File: src/rtl/snake_pkg.sv
// Shared constants and FSM state type for the cell packet parser.
// PARSER_CHECKSUM_EN adds a fifth checksum byte (and the GET_CK state).
package snake_pkg;
  localparam logic [7:0] HDR_CELL   = 8'hA5;
  localparam logic [7:0] HDR_COMMIT = 8'h5A;
  localparam int GRID_W_DEF = 14;
  localparam int GRID_H_DEF = 8;

`ifdef PARSER_CHECKSUM_EN
  typedef enum logic [2:0] {IDLE, GET_X, GET_Y, GET_V, GET_CK} state_t;
`else
  typedef enum logic [1:0] {IDLE, GET_X, GET_Y, GET_V} state_t;
`endif
endpackage

File: src/rtl/cell_packet_parser_if.sv
// Byte stream in, cell-update / buffer-swap strobes out.
// master: serial front end side; slave: the parser.
interface cell_packet_parser_if;
  logic [7:0] rx_data;
  logic       rx_valid;
  logic [7:0] x;
  logic [7:0] y;
  logic [7:0] dataIn;
  logic       cell_we;
  logic       switchBuffer;
  logic [7:0] err_cnt;

  modport master (output rx_data, rx_valid,
                  input  x, y, dataIn, cell_we, switchBuffer, err_cnt);
  modport slave  (input  rx_data, rx_valid,
                  output x, y, dataIn, cell_we, switchBuffer, err_cnt);
endinterface

File: src/rtl/byte_gap_timer.sv
// Idle-gap watchdog: counts clocks while enabled, restarts on clear.
// expired fires on the clock that would make the count reach TIMEOUT_CYCLES;
// a clear on that same clock suppresses it.
module byte_gap_timer #(
  parameter int TIMEOUT_CYCLES = 50000
) (
  input  logic clk,
  input  logic rst,
  input  logic clear,
  input  logic enable,
  output logic expired
);
  localparam int CW = $clog2(TIMEOUT_CYCLES + 1);

  logic [CW-1:0] cnt;

  // gap count: zero whenever a byte arrives or the parser is idle
  always_ff @(posedge clk or posedge rst) begin
    if (rst)                  cnt <= '0;
    else if (clear || !enable) cnt <= '0;
    else                      cnt <= cnt + CW'(1);
  end

  assign expired = enable && !clear && (cnt == CW'(TIMEOUT_CYCLES - 1));
endmodule

File: src/rtl/cell_packet_parser.sv
// Parses A5,x,y,value[,checksum] cell packets and 5A commit bytes.
// Define PARSER_CHECKSUM_EN to require a trailing x^y^value byte.
module cell_packet_parser
  import snake_pkg::*;
#(
  parameter int GRID_W         = GRID_W_DEF,
  parameter int GRID_H         = GRID_H_DEF,
  parameter int TIMEOUT_CYCLES = 50000
) (
  input  logic               clk,
  input  logic               rst,
  cell_packet_parser_if.slave bus
);
  localparam logic [8:0] GW = 9'(GRID_W);
  localparam logic [8:0] GH = 9'(GRID_H);

  state_t     st, st_nxt;
  logic [7:0] xr, yr;
  logic [7:0] x_q, y_q, d_q, err_q;
  logic       we_q, sb_q;
  logic       wr_ok, commit, drop, expired, in_range;
  logic [7:0] wr_v;
`ifdef PARSER_CHECKSUM_EN
  logic [7:0] vr;
  assign wr_v = vr;
`else
  assign wr_v = bus.rx_data;
`endif

  byte_gap_timer #(.TIMEOUT_CYCLES(TIMEOUT_CYCLES)) u_gap (
    .clk     (clk),
    .rst     (rst),
    .clear   (bus.rx_valid),
    .enable  (st != IDLE),
    .expired (expired)
  );

  assign in_range = ({1'b0, xr} < GW) && ({1'b0, yr} < GH);

  // state register
  always_ff @(posedge clk or posedge rst) begin
    if (rst) st <= IDLE;
    else     st <= st_nxt;
  end

  // next state plus end-of-packet verdict (write / commit / drop)
  always_comb begin
    st_nxt = st;
    wr_ok  = 1'b0;
    commit = 1'b0;
    drop   = 1'b0;
    if (expired) begin
      st_nxt = IDLE;
      drop   = 1'b1;
    end else if (bus.rx_valid) begin
      case (st)
        IDLE: begin
          if (bus.rx_data == HDR_CELL)        st_nxt = GET_X;
          else if (bus.rx_data == HDR_COMMIT) commit = 1'b1;
        end
        GET_X: st_nxt = GET_Y;
        GET_Y: st_nxt = GET_V;
`ifdef PARSER_CHECKSUM_EN
        GET_V: st_nxt = GET_CK;
        GET_CK: begin
          st_nxt = IDLE;
          if (in_range && (bus.rx_data == (xr ^ yr ^ vr))) wr_ok = 1'b1;
          else                                             drop  = 1'b1;
        end
`else
        GET_V: begin
          st_nxt = IDLE;
          if (in_range) wr_ok = 1'b1;
          else          drop  = 1'b1;
        end
`endif
        default: st_nxt = IDLE;
      endcase
    end
  end

  // capture packet fields as they stream in
  always_ff @(posedge clk or posedge rst) begin
    if (rst) begin
      xr <= '0;
      yr <= '0;
`ifdef PARSER_CHECKSUM_EN
      vr <= '0;
`endif
    end else if (bus.rx_valid) begin
      case (st)
        GET_X: xr <= bus.rx_data;
        GET_Y: yr <= bus.rx_data;
`ifdef PARSER_CHECKSUM_EN
        GET_V: vr <= bus.rx_data;
`endif
        default: ;
      endcase
    end
  end

  // registered outputs: strobes, held cell update, saturating drop count
  always_ff @(posedge clk or posedge rst) begin
    if (rst) begin
      x_q   <= '0;
      y_q   <= '0;
      d_q   <= '0;
      err_q <= '0;
      we_q  <= 1'b0;
      sb_q  <= 1'b0;
    end else begin
      we_q <= wr_ok;
      sb_q <= commit;
      if (wr_ok) begin
        x_q <= xr;
        y_q <= yr;
        d_q <= wr_v;
      end
      if (drop && err_q != 8'hFF) err_q <= err_q + 8'd1;
    end
  end

  assign bus.x            = x_q;
  assign bus.y            = y_q;
  assign bus.dataIn       = d_q;
  assign bus.cell_we      = we_q;
  assign bus.switchBuffer = sb_q;
  assign bus.err_cnt      = err_q;
endmodule

File: src/flat_wrapper.sv
// flat-port wrapper written by rule: the top's interface ports become plain ports
module cell_packet_parser_flat import snake_pkg::*;
#(
  parameter int GRID_W         = GRID_W_DEF,
  parameter int GRID_H         = GRID_H_DEF,
  parameter int TIMEOUT_CYCLES = 50000
)
  (clk, rst, bus_rx_data, bus_rx_valid, bus_x, bus_y, bus_dataIn, bus_cell_we, bus_switchBuffer, bus_err_cnt);
  cell_packet_parser_if bus_i ();
  input  logic clk;
  input  logic rst;
  input wire logic [$bits(bus_i.rx_data)-1:0] bus_rx_data;
  input wire logic [$bits(bus_i.rx_valid)-1:0] bus_rx_valid;
  output wire logic [$bits(bus_i.x)-1:0] bus_x;
  output wire logic [$bits(bus_i.y)-1:0] bus_y;
  output wire logic [$bits(bus_i.dataIn)-1:0] bus_dataIn;
  output wire logic [$bits(bus_i.cell_we)-1:0] bus_cell_we;
  output wire logic [$bits(bus_i.switchBuffer)-1:0] bus_switchBuffer;
  output wire logic [$bits(bus_i.err_cnt)-1:0] bus_err_cnt;
  assign bus_i.rx_data = bus_rx_data;
  assign bus_i.rx_valid = bus_rx_valid;
  assign bus_x = bus_i.x;
  assign bus_y = bus_i.y;
  assign bus_dataIn = bus_i.dataIn;
  assign bus_cell_we = bus_i.cell_we;
  assign bus_switchBuffer = bus_i.switchBuffer;
  assign bus_err_cnt = bus_i.err_cnt;
  cell_packet_parser #(.GRID_W(GRID_W), .GRID_H(GRID_H), .TIMEOUT_CYCLES(TIMEOUT_CYCLES)) u_core (.clk(clk), .rst(rst), .bus(bus_i));
endmodule
File: config.mk
export PLATFORM = sky130hd
export DESIGN_NAME = cell_packet_parser_flat
export DESIGN_NICKNAME = d
export VERILOG_FILES = /design/src/rtl/snake_pkg.sv /design/src/rtl/cell_packet_parser_if.sv /design/src/rtl/byte_gap_timer.sv /design/src/rtl/cell_packet_parser.sv /design/src/flat_wrapper.sv
export SDC_FILE = /design/constraint.sdc
export NUM_CORES = 1
export LEC_CHECK = 0
export CORE_ASPECT_RATIO = 1.4
export CORE_MARGIN = 2
export CORE_UTILIZATION = 45
export CTS_CLUSTER_SIZE = 8
export DETAILED_ROUTE_END_ITERATION = 16
export MAX_ROUTING_LAYER = met4
export PLACE_DENSITY = 0.74
export SYNTH_ARGS = -nofsm -noshare
export SYNTH_HDL_FRONTEND = slang
export SYNTH_SLANG_ARGS = --single-unit
File: constraint.sdc
create_clock -name clk -period 1.9 [get_ports clk]
set_input_delay 0.285 -clock clk [delete_from_list [all_inputs] [get_ports clk]]
set_output_delay 0.285 -clock clk [all_outputs]
set_load 0.01 [all_outputs]
Word level (Yosys, flattened, before mapping)

Cells that the tools add are included.

Reduce and logical (&&, ||, !) cells: 13
Order comparisons: 2
Multipliers: 0
Mux-type cells: 18
Shifts and indexed selects: 0
Add/subtract/negate cells: 2
Divide/modulo/power cells: 0
Bitwise logic cells: 0
Equal/unequal tests: 8

Operators by type and width:

| operator                                           | count |
|---|---|
| adder 16 x 1 -> 16 bit, second input constant      | 1 |
| == test 16 bit, second input constant              | 1 |
| < comparator 8 x 4 -> 1 bit, second input constant | 2 |
| 2-to-1 mux 16 bit                                  | 1 |
| 2-to-1 mux 1 bit                                   | 13 |
| adder 8 x 1 -> 8 bit, second input constant        | 1 |
| == test 8 x 7 -> 1 bit, second input constant      | 1 |
| == test 8 bit, second input constant               | 1 |
| != test 8 bit, second input constant               | 1 |
| one-hot mux 2 bit (4 select lines)                 | 1 |
| 2-to-1 mux 2 bit                                   | 3 |
| AND reduction 2 bit                                | 3 |
| == test 2 bit, second input constant               | 2 |
| logical AND 1 bit                                  | 4 |
| nonzero test 2 bit                                 | 2 |
| != test 3 x 1 -> 1 bit, second input constant      | 1 |
| == test 2 x 1 -> 1 bit, second input constant      | 1 |
| logical NOT 1 bit                                  | 2 |
| logical NOT 2 bit                                  | 1 |
| logical OR 1 bit                                   | 1 |

Latch bits: 0
RAM bits: 0
Bits in read-only memories: 0
Output and inout bits: 34
Word-level logic and storage cells: 53
Register bits after elaboration: 68
Bits of input ports: 11
Memories: 0

Longest topological paths before layout

Gate-level depths: netlist of run 1.

Depth after elaboration: 7
Depth in mapped cells: 8
Mapped depth without buffers: 7

Hierarchy

From an unflattened synthesis of run 1, not the netlist that was laid out.

Cell total of the unflattened synthesis: 275
Area, all modules: 3,019.1 um^2

By module, submodules not included:

| module             | sequential area each (um^2) | instances | area each (um^2) | cells each |
|---|---|---|---|---|
| cell_packet_parser | 1,301.2                     | 1         | 2,140.8          | 183 |
| byte_gap_timer     | 400.4                       | 1         | 878.3            | 92 |

Least setup slack after synthesis of run 1

No wires, ideal clock.

Path type: flip-flop to flip-flop
Start: reg u_core.st[0]
End: reg u_core.err_q[1] (netlist: u_core.bus.err_cnt[1])
Path buffers: 1
Slack: -0.045 ns
Arrival time: 1.820 ns
Setup time: 0.125 ns
Clock period less this slack: 1.945 ns
Cell stages (with the launch flop): 9
Data required time: 1.775 ns
Cells stage by stage: dfrtp_1 > inv_1 > ha_1 > or2_1 > clkbuf_1 > nor4_4 > nand3_2 > nand2_1 > mux2_2

Longest elaborated chain between the ends: 5
Elaborated cells between the ends (all ways): 8
Classes of those cells: 1 x eq/ne; 3 x mux; 4 x reduce/logical

Ends and longest elaborated chain:

| element                                               | line                                               | source |
|---|---|---|
| start: declaration                                    | cell_packet_parser.sv:17                           | `state_t st, st_nxt;` |
| start signal: assignment                              | cell_packet_parser.sv:43                           | `else st <= st_nxt;` |
| == test 2 bit or nonzero test 2 bit (tied branches)   | cell_packet_parser.sv:56, cell_packet_parser.sv:34 |  |
| 2-to-1 mux 1 bit or logical AND 1 bit (tied branches) | cell_packet_parser.sv:56, byte_gap_timer.sv:24     |  |
| 2-to-1 mux 1 bit or logical AND 1 bit (tied branches) | cell_packet_parser.sv:55, byte_gap_timer.sv:24     |  |
| 2-to-1 mux 1 bit *                                    | cell_packet_parser.sv:52                           | `if (expired) begin` |
| logical AND 1 bit *                                   | cell_packet_parser.sv:119                          | `if (drop && err_q != 8'hFF) err_q <= err_q + 8'd1;` |
| end signal: assignment                                | cell_packet_parser.sv:119                          |  |
| end: declaration                                      | cell_packet_parser.sv:19                           | `logic [7:0] x_q, y_q, d_q, err_q;` |

Mark *: on every way between the ends. The rest lies on a longest branch, timed or not.
A chain may end at the register's enable or synchronous reset.

Final worst setup path of run 1

Start: reg u_core.u_gap.cnt[12]
End: reg u_core.st[1]

Longest elaborated chain between the ends: 4
Elaborated cells between the ends (all ways): 6
Classes of those cells: 2 x eq/ne; 1 x mux; 3 x reduce/logical

Ends and longest elaborated chain:

| element                                                                | line                 | source |
|---|---|---|
| start: declaration                                                     | byte_gap_timer.sv:15 | `logic [CW-1:0] cnt;` |
| start signal: assignment                                               | byte_gap_timer.sv:21 | `else cnt <= cnt + CW'(1);` |
| == test 16 bit *                                                       | byte_gap_timer.sv:24 | `assign expired = enable && !clear && (cnt == CW'(TIMEOUT_CYCLES - 1));` |
| logical AND 1 bit *                                                    | byte_gap_timer.sv:24 |  |
| != test 3 x 1 -> 1 bit (no line) or nonzero test 2 bit (tied branches) | n/a                  |  |
| AND reduction 2 bit (no line)                                          | n/a                  |  |

Marked as above.

==> impl_metrics.yaml, run 1 <==
global_route:
  overflow: 0
  antenna_found_initial: 0
  grt_pass1_vias: 2080
  grt_use_total: 0.1825
  grt_pass1_wl_mm: 9.584
  grt_max_degree: 26
power_and_ir_drop:
  p_per_area_nw_per_um2: 1073
  power_w: 0.004153
  ir_worst_vdd_mv: 0.6701
  leakage_nw: 1.766
sta:
  period_share: 1.030
  slew_headroom: 0.6526
  fin_skew_ps: 11.77
  worst_slack_ps: -56.84
  fin_crit_ps: 1957
  rsz0062_at_grt: "true"
  hold_viol: 0
  fmax_ghz: 0.5110
  setup_viol: 5
  timing.final.max_slew_violations: 0
  worst-slew-pin-transition_ps: 520.0
  setup-tns-final_ps: -134.0
outcome:
  outcome: "complete, but fails checks"
  violations: "negative setup slack"
layout:
  final_common_cell: "dfrtp_1"
  layout_common_cells: "dfrtp_1, clkdlybuf4s50_1, mux2_2, buf_4, nor2_1"
  multi_input_area_um2: 1187
  synthToLayoutAreaGrowth_pct: 34.76
  regArea_um2: 1702
  finalNetCount: 321
  fillers: 492
  drive_gt1_frac: 0.2816
  antenna_cells: 0
clock_network:
  cts_root_buffer: "clkbuf_8"
  clock_sinks: 68
  tritoncts: "built"
  postCtsHoldBufs: 0
  clockBufferDepth: 2
  numCtsBuffers: 9
  insertion_delay_ps: 350
  h-tree-depth: 3
  cts.clk_slew.worst_paths_ps: 80
setup_path:
  cp.required_ps: 2140
  worstSetupPathType: "reg -> reg"
  r2r_slack_ps: -60
  endpoint: "u_core.st[1]"
  reg2reg_from: "u_core.u_gap.cnt[12]"
  rr_worst_depth: 6
  crit_arrival_ps: 2200
  r2r_end: "u_core.st[1]"
  startpoint: "u_core.u_gap.cnt[12]"
  crit_path_end_kind: "flop"
  cp-start-kind: "flop"
  worstPathMaxFanout: 2
placement:
  finalWeightedCongestion: 0.8064
  pre_cts_slack_ps: -57.97
  portBuffers: 44
  hpwl_mm: 4.148
synth:
  yosysWarnings: 0
  netlist_area_um2: 2873
  ys.flop_type: "dfrtp_1"
  ys_ff_latch: 68
  ys_async_sr_fraction: 1.000
  postSynthAreaPerCell_um2: 12.54
  synth_cells: 229
  synth-edff-count: 0
  ys_seq_area_frac: 0.5923
  ys_types: 34
  syn_nets: 246
floorplan:
  die_area_um2: 7048
  coreArea_um2: 6211
  die_h_um: 98.54
  chipWidth_um: 71.53
  io_pins: 45
  num_rows: 34
  initial_core_util: 0.4625
route:
  route.detailed.drc: 0
  firstDrtPassIters: 6
  drt-total-wl_mm: 5.857
  wl_per_cell_um: 15.37
  ant_nets: 0
  drt_iter0_drc: 105
  num_vias: 2005
  viasPerCell: 5.262
hold_path:
  min_path_type: "in -> async"
flow_run:
  cap_violations: 0
-- worst max-delay path, cell delays in order (launching register included) --
cell and delay, ps:
dfrtp_1 390, or4bb_4 570, nor3_4 250, buf_4 140, nand2_1 50, a22o_1 240
a32o_1 210
-- layout make-up --
class	instances	share of cell area
clock buffers	10	0.03297
clock inverters	6	0.01875
inverters	6	0.006787
multi-input cells	150	0.3067
flip-flops and latches	68	0.4396
well taps	72	0.02327
repair buffers	69	0.1719
-- layer usage --
layer  routed length [um]  track usage
met2                 3214       0.3027
met5                    0            -
met4                  161      0.09724
met3                  192      0.03681
met1                 2289       0.2046
-- kinds of logic after synthesis --
group | Yosys count | synth area share
xor gates and xnor gates | 20 | 0.06098
buffers and inverters | 11 | 0.01480
DFF | 68 | 0.5923
and+or+nand+nor | 81 | 0.1542
adders and majority gates | 6 | 0.02613
AOI/OAI and AO/OA | 11 | 0.02613
muxes | 32 | 0.1254
-- flip-flops by register name, summed over array words and instances (netlist names) --
| signal | cells |
|---|---|
| u_core.xr | 8 |
| u_core.bus.cell_we | 1 |
| u_core.bus.err_cnt | 8 |
| u_core.bus.switchBuffer | 1 |
| u_core.st | 2 |
| u_core.yr | 8 |
| u_core.bus.x | 8 |
| u_core.bus.dataIn | 8 |
| u_core.bus.y | 8 |
| u_core.u_gap.cnt | 16 |
-- cell usage after synthesis (all sizes together) (3+ instances only) --
master | n | share of area
dfrtp | 68 | 0.59
mux2 | 32 | 0.13
nor2 | 21 | 0.027
nand2 | 17 | 0.022
xor2 | 14 | 0.043
nand3 | 9 | 0.017
nor2b | 9 | 0.020
nand4 | 7 | 0.015
ha | 6 | 0.026
inv | 6 | 0.0078
xnor2 | 6 | 0.018
nor3 | 5 | 0.010
a21oi | 4 | 0.0070
and3 | 3 | 0.0070
clkbuf | 3 | 0.0039
nor4bb | 3 | 0.010
-- stage by stage --
stage               hold slack [ps]  instance area (um^2)    util  cells
detailed placement            489.5                  3595  0.5788    362
finish                        321.9                  3871  0.6233    381
global route                  368.4                  3871  0.6233    381
floorplan                     397.4                  2880       -    229
CTS                           325.8                  3811  0.6136    379
global placement              476.7                  3595  0.5788    362
-- worst min path at each step --
| stage | startpoint | end |
|---|---|---|
| final | rst | u_core.bus.cell_we |
| after CTS | rst | u_core.bus.x[6] |
| after floorplan | bus_rx_data[6] | u_core.bus.switchBuffer |
| after global placement | u_core.u_gap.cnt[0] | u_core.u_gap.cnt[0] |
| after detailed placement | u_core.u_gap.cnt[0] | u_core.u_gap.cnt[0] |
| after global routing | rst | u_core.bus.dataIn[4] |
-- what timing repair did --
item	CTS	global route
setup buffers	1	2
resized for setup	2	11
setup endpoints to repair	3	8
pin swaps	0	5
hold endpoints to repair	0	0
-- power breakdown --
group	internal [W]	leakage [nW]	total, W	switching [W]
Sequential	0.00174	0.905	0.00191	0.000172
Combinational	0.000584	0.763	0.00105	0.000465
Clock	0.000620	0.0975	0.00119	0.000570
Total	0.00294	1.77	0.00415	0.00121
(Power assumes the default switching activity.)
==> inputs of run 2 (changes only) <==
--- a/config.mk
+++ b/config.mk
@@ -11,7 +11,7 @@
 export CTS_CLUSTER_SIZE = 8
 export DETAILED_ROUTE_END_ITERATION = 16
 export MAX_ROUTING_LAYER = met4
-export PLACE_DENSITY = 0.74
+export PLACE_DENSITY = 0.73
 export SYNTH_ARGS = -nofsm -noshare
 export SYNTH_HDL_FRONTEND = slang
 export SYNTH_SLANG_ARGS = --single-unit
==> run 2 against run 1 <==
The flow now finishes without violations. Utilization increased by 0.48 points. Die area unchanged. Sequential share of layout area decreased by 0.34 points. Critical path type unchanged. Largest power group unchanged.
==> impl_metrics.yaml, run 2 (synthesis results as in run 1) <==
floorplan:
  initial_core_util: 0.4625
  coreArea_um2: 6211
  chipWidth_um: 71.53
  die_h_um: 98.54
  die_area_um2: 7048
  num_rows: 34
  io_pins: 45
sta:
  finalHoldWorstSlack_ps: 252.7
  fin_crit_ps: 1860
  slew_headroom: 0.7321
  worst-slew-pin-transition_ps: 400.8
  period_share: 0.9791
  hold_viol: 0
  fin_skew_ps: 6.806
  rsz0062_at_grt: "true"
  timing.final.max_slew_violations: 0
  setup-tns-final_ps: 0
  setup_viol: 0
  fmax_ghz: 0.5375
  worst_slack_ps: 39.63
layout:
  drive_gt1_frac: 0.2848
  fillers: 499
  finalNetCount: 321
  antenna_cells: 0
  multi_input_area_um2: 1181
  layout_common_cells: "dfrtp_1, clkdlybuf4s50_1, mux2_2, buf_4, nor2_1"
  largest-register: "u_core.u_gap.cnt"
  final_common_cell: "dfrtp_1"
  synthToLayoutAreaGrowth_pct: 35.80
  regArea_um2: 1702
  largest_reg_flops: 16
clock_network:
  h-tree-depth: 3
  clockBufferDepth: 2
  tritoncts: "built"
  insertion_delay_ps: 330
  cts_root_buffer: "clkbuf_8"
  numCtsBuffers: 9
  cts.clk_slew.worst_paths_ps: 70
  clock_sinks: 68
placement:
  pre_cts_slack_ps: -87.43
  finalWeightedCongestion: 0.7778
  portBuffers: 44
  hpwl_mm: 3.922
setup_path:
  worstPathMaxFanout: 7
  cp.required_ps: 2120
  worstSetupPathType: "reg -> reg"
  cp-start-kind: "flop"
  slowest_delay_ps: 550
  worst_path_max_delay_cell: "or4bb_1"
  worstPathCellList: "or4bb_1 > nor3_4 > nand3_4 > nand2_2 > mux2_4"
  crit_arrival_ps: 2080
  crit_path_end_kind: "flop"
route:
  num_vias: 1963
  route.detailed.drc: 0
  firstDrtPassIters: 4
  drt-total-wl_mm: 5.518
  drt_iter0_drc: 74
  viasPerCell: 5.152
  ant_nets: 0
  wl_per_cell_um: 14.48
power_and_ir_drop:
  intPower_w: 0.003252
  seq_power_share: 0.436
  ir_worst_vdd_mv: 0.6999
  clkPwrFrac: 0.327
  switching_share: 0.2656
  p_sw_w: 0.001176
  p_per_area_nw_per_um2: 1135
  power_w: 0.004427
  leakage_nw: 1.785
  p_comb_frac: 0.237
global_route:
  overflow: 0
  grt_pass1_wl_mm: 9.356
  grt_use_total: 0.1767
  antenna_found_initial: 0
  grt_pass1_vias: 2008
  grt_max_degree: 50
hold_path:
  min_path_type: "in -> async"
flow_run:
  cap_violations: 0
outcome:
  outcome: "finished clean"
## run 2: changes by cell type in the layout (fill, tap and decap cells not counted), moves of 2 or more
cell / previous run / this run
a21oi_1: 1 / 4
a21oi_2: 3 / 0
bufinv_16: 1 / 3
inv_6: 2 / 0
## run 2: metal layers
layer	vias to the layer above	global-route usage	wire, um
li1	936	-	-
met3	8	0.03272	236
met4	0	0.08273	85
met2	45	0.2892	2881
met1	974	0.2091	2315
met5	-	-	0
## run 2: metrics by stage
step	instances	area [um^2]	utilization
6_report	381	3901	0.6281
3_3_place_gp	363	3590	0.5780
3_5_place_dp	363	3590	0.5780
2_1_floorplan	229	2880	-
4_1_cts	379	3856	0.6209
5_1_grt	381	3901	0.6281
## run 2: worst max-delay path: cells and delay by family, from the launching register on
kind | cells | cell delay [ps]
flops | 1 | 370
mux | 1 | 290
simple gates | 4 | 1080
## run 2: power groups by stage
stage                     registers [W]  logic, W  clock network, W
after floorplan                 0.00197  0.000539                 0
after global placement          0.00194  0.000982                 0
after detailed placement        0.00195   0.00101                 0
after CTS                       0.00192   0.00102           0.00148
after global routing            0.00197   0.00115           0.00155
final                           0.00193   0.00105           0.00145
## run 2: path summary, 6_finish.rpt
kind                                         end  depth (start not counted)                   from  slack (ps)
setup / recovery           u_core.bus.err_cnt[1]                          5   u_core.u_gap.cnt[13]          40
min in group clk           u_core.bus.err_cnt[5]                          1  u_core.bus.err_cnt[5]         480
hold / removal               u_core.u_gap.cnt[3]                          2                    rst         250
hold reg to reg            u_core.bus.err_cnt[5]                          1  u_core.bus.err_cnt[5]         480
setup reg to reg           u_core.bus.err_cnt[1]                          5   u_core.u_gap.cnt[13]          40
max in group asynchronous   u_core.bus.dataIn[0]                          3                    rst        1130
## run 2: timing repair
| item | in CTS | in global routing |
|---|---|---|
| pin swaps | 1 | 7 |
| buffers inserted | 0 | 2 |
| setup endpoints to repair | 4 | 23 |
| resized for setup | 3 | 9 |
| hold buffers | 0 | 0 |
## run 2: area by class of cell
class,count,share of cell area
Clock inverter,6,0.02854
Sequential cell,68,0.4362
Tap cell,72,0.02309
Timing Repair Buffer,69,0.1674
Multi-Input combinational cell,150,0.3028
Inverter,6,0.006735
Clock buffer,10,0.03528
==> inputs of run 3 (changes only) <==
--- a/config.mk
+++ b/config.mk
@@ -5,6 +5,7 @@
 export SDC_FILE = /design/constraint.sdc
 export NUM_CORES = 1
 export LEC_CHECK = 0
+export CAP_MARGIN = 20
 export CORE_ASPECT_RATIO = 1.4
 export CORE_MARGIN = 2
 export CORE_UTILIZATION = 45
==> results of run 3 <==
Same layout as run 2: the final DEF is identical, and so are final timing and power.
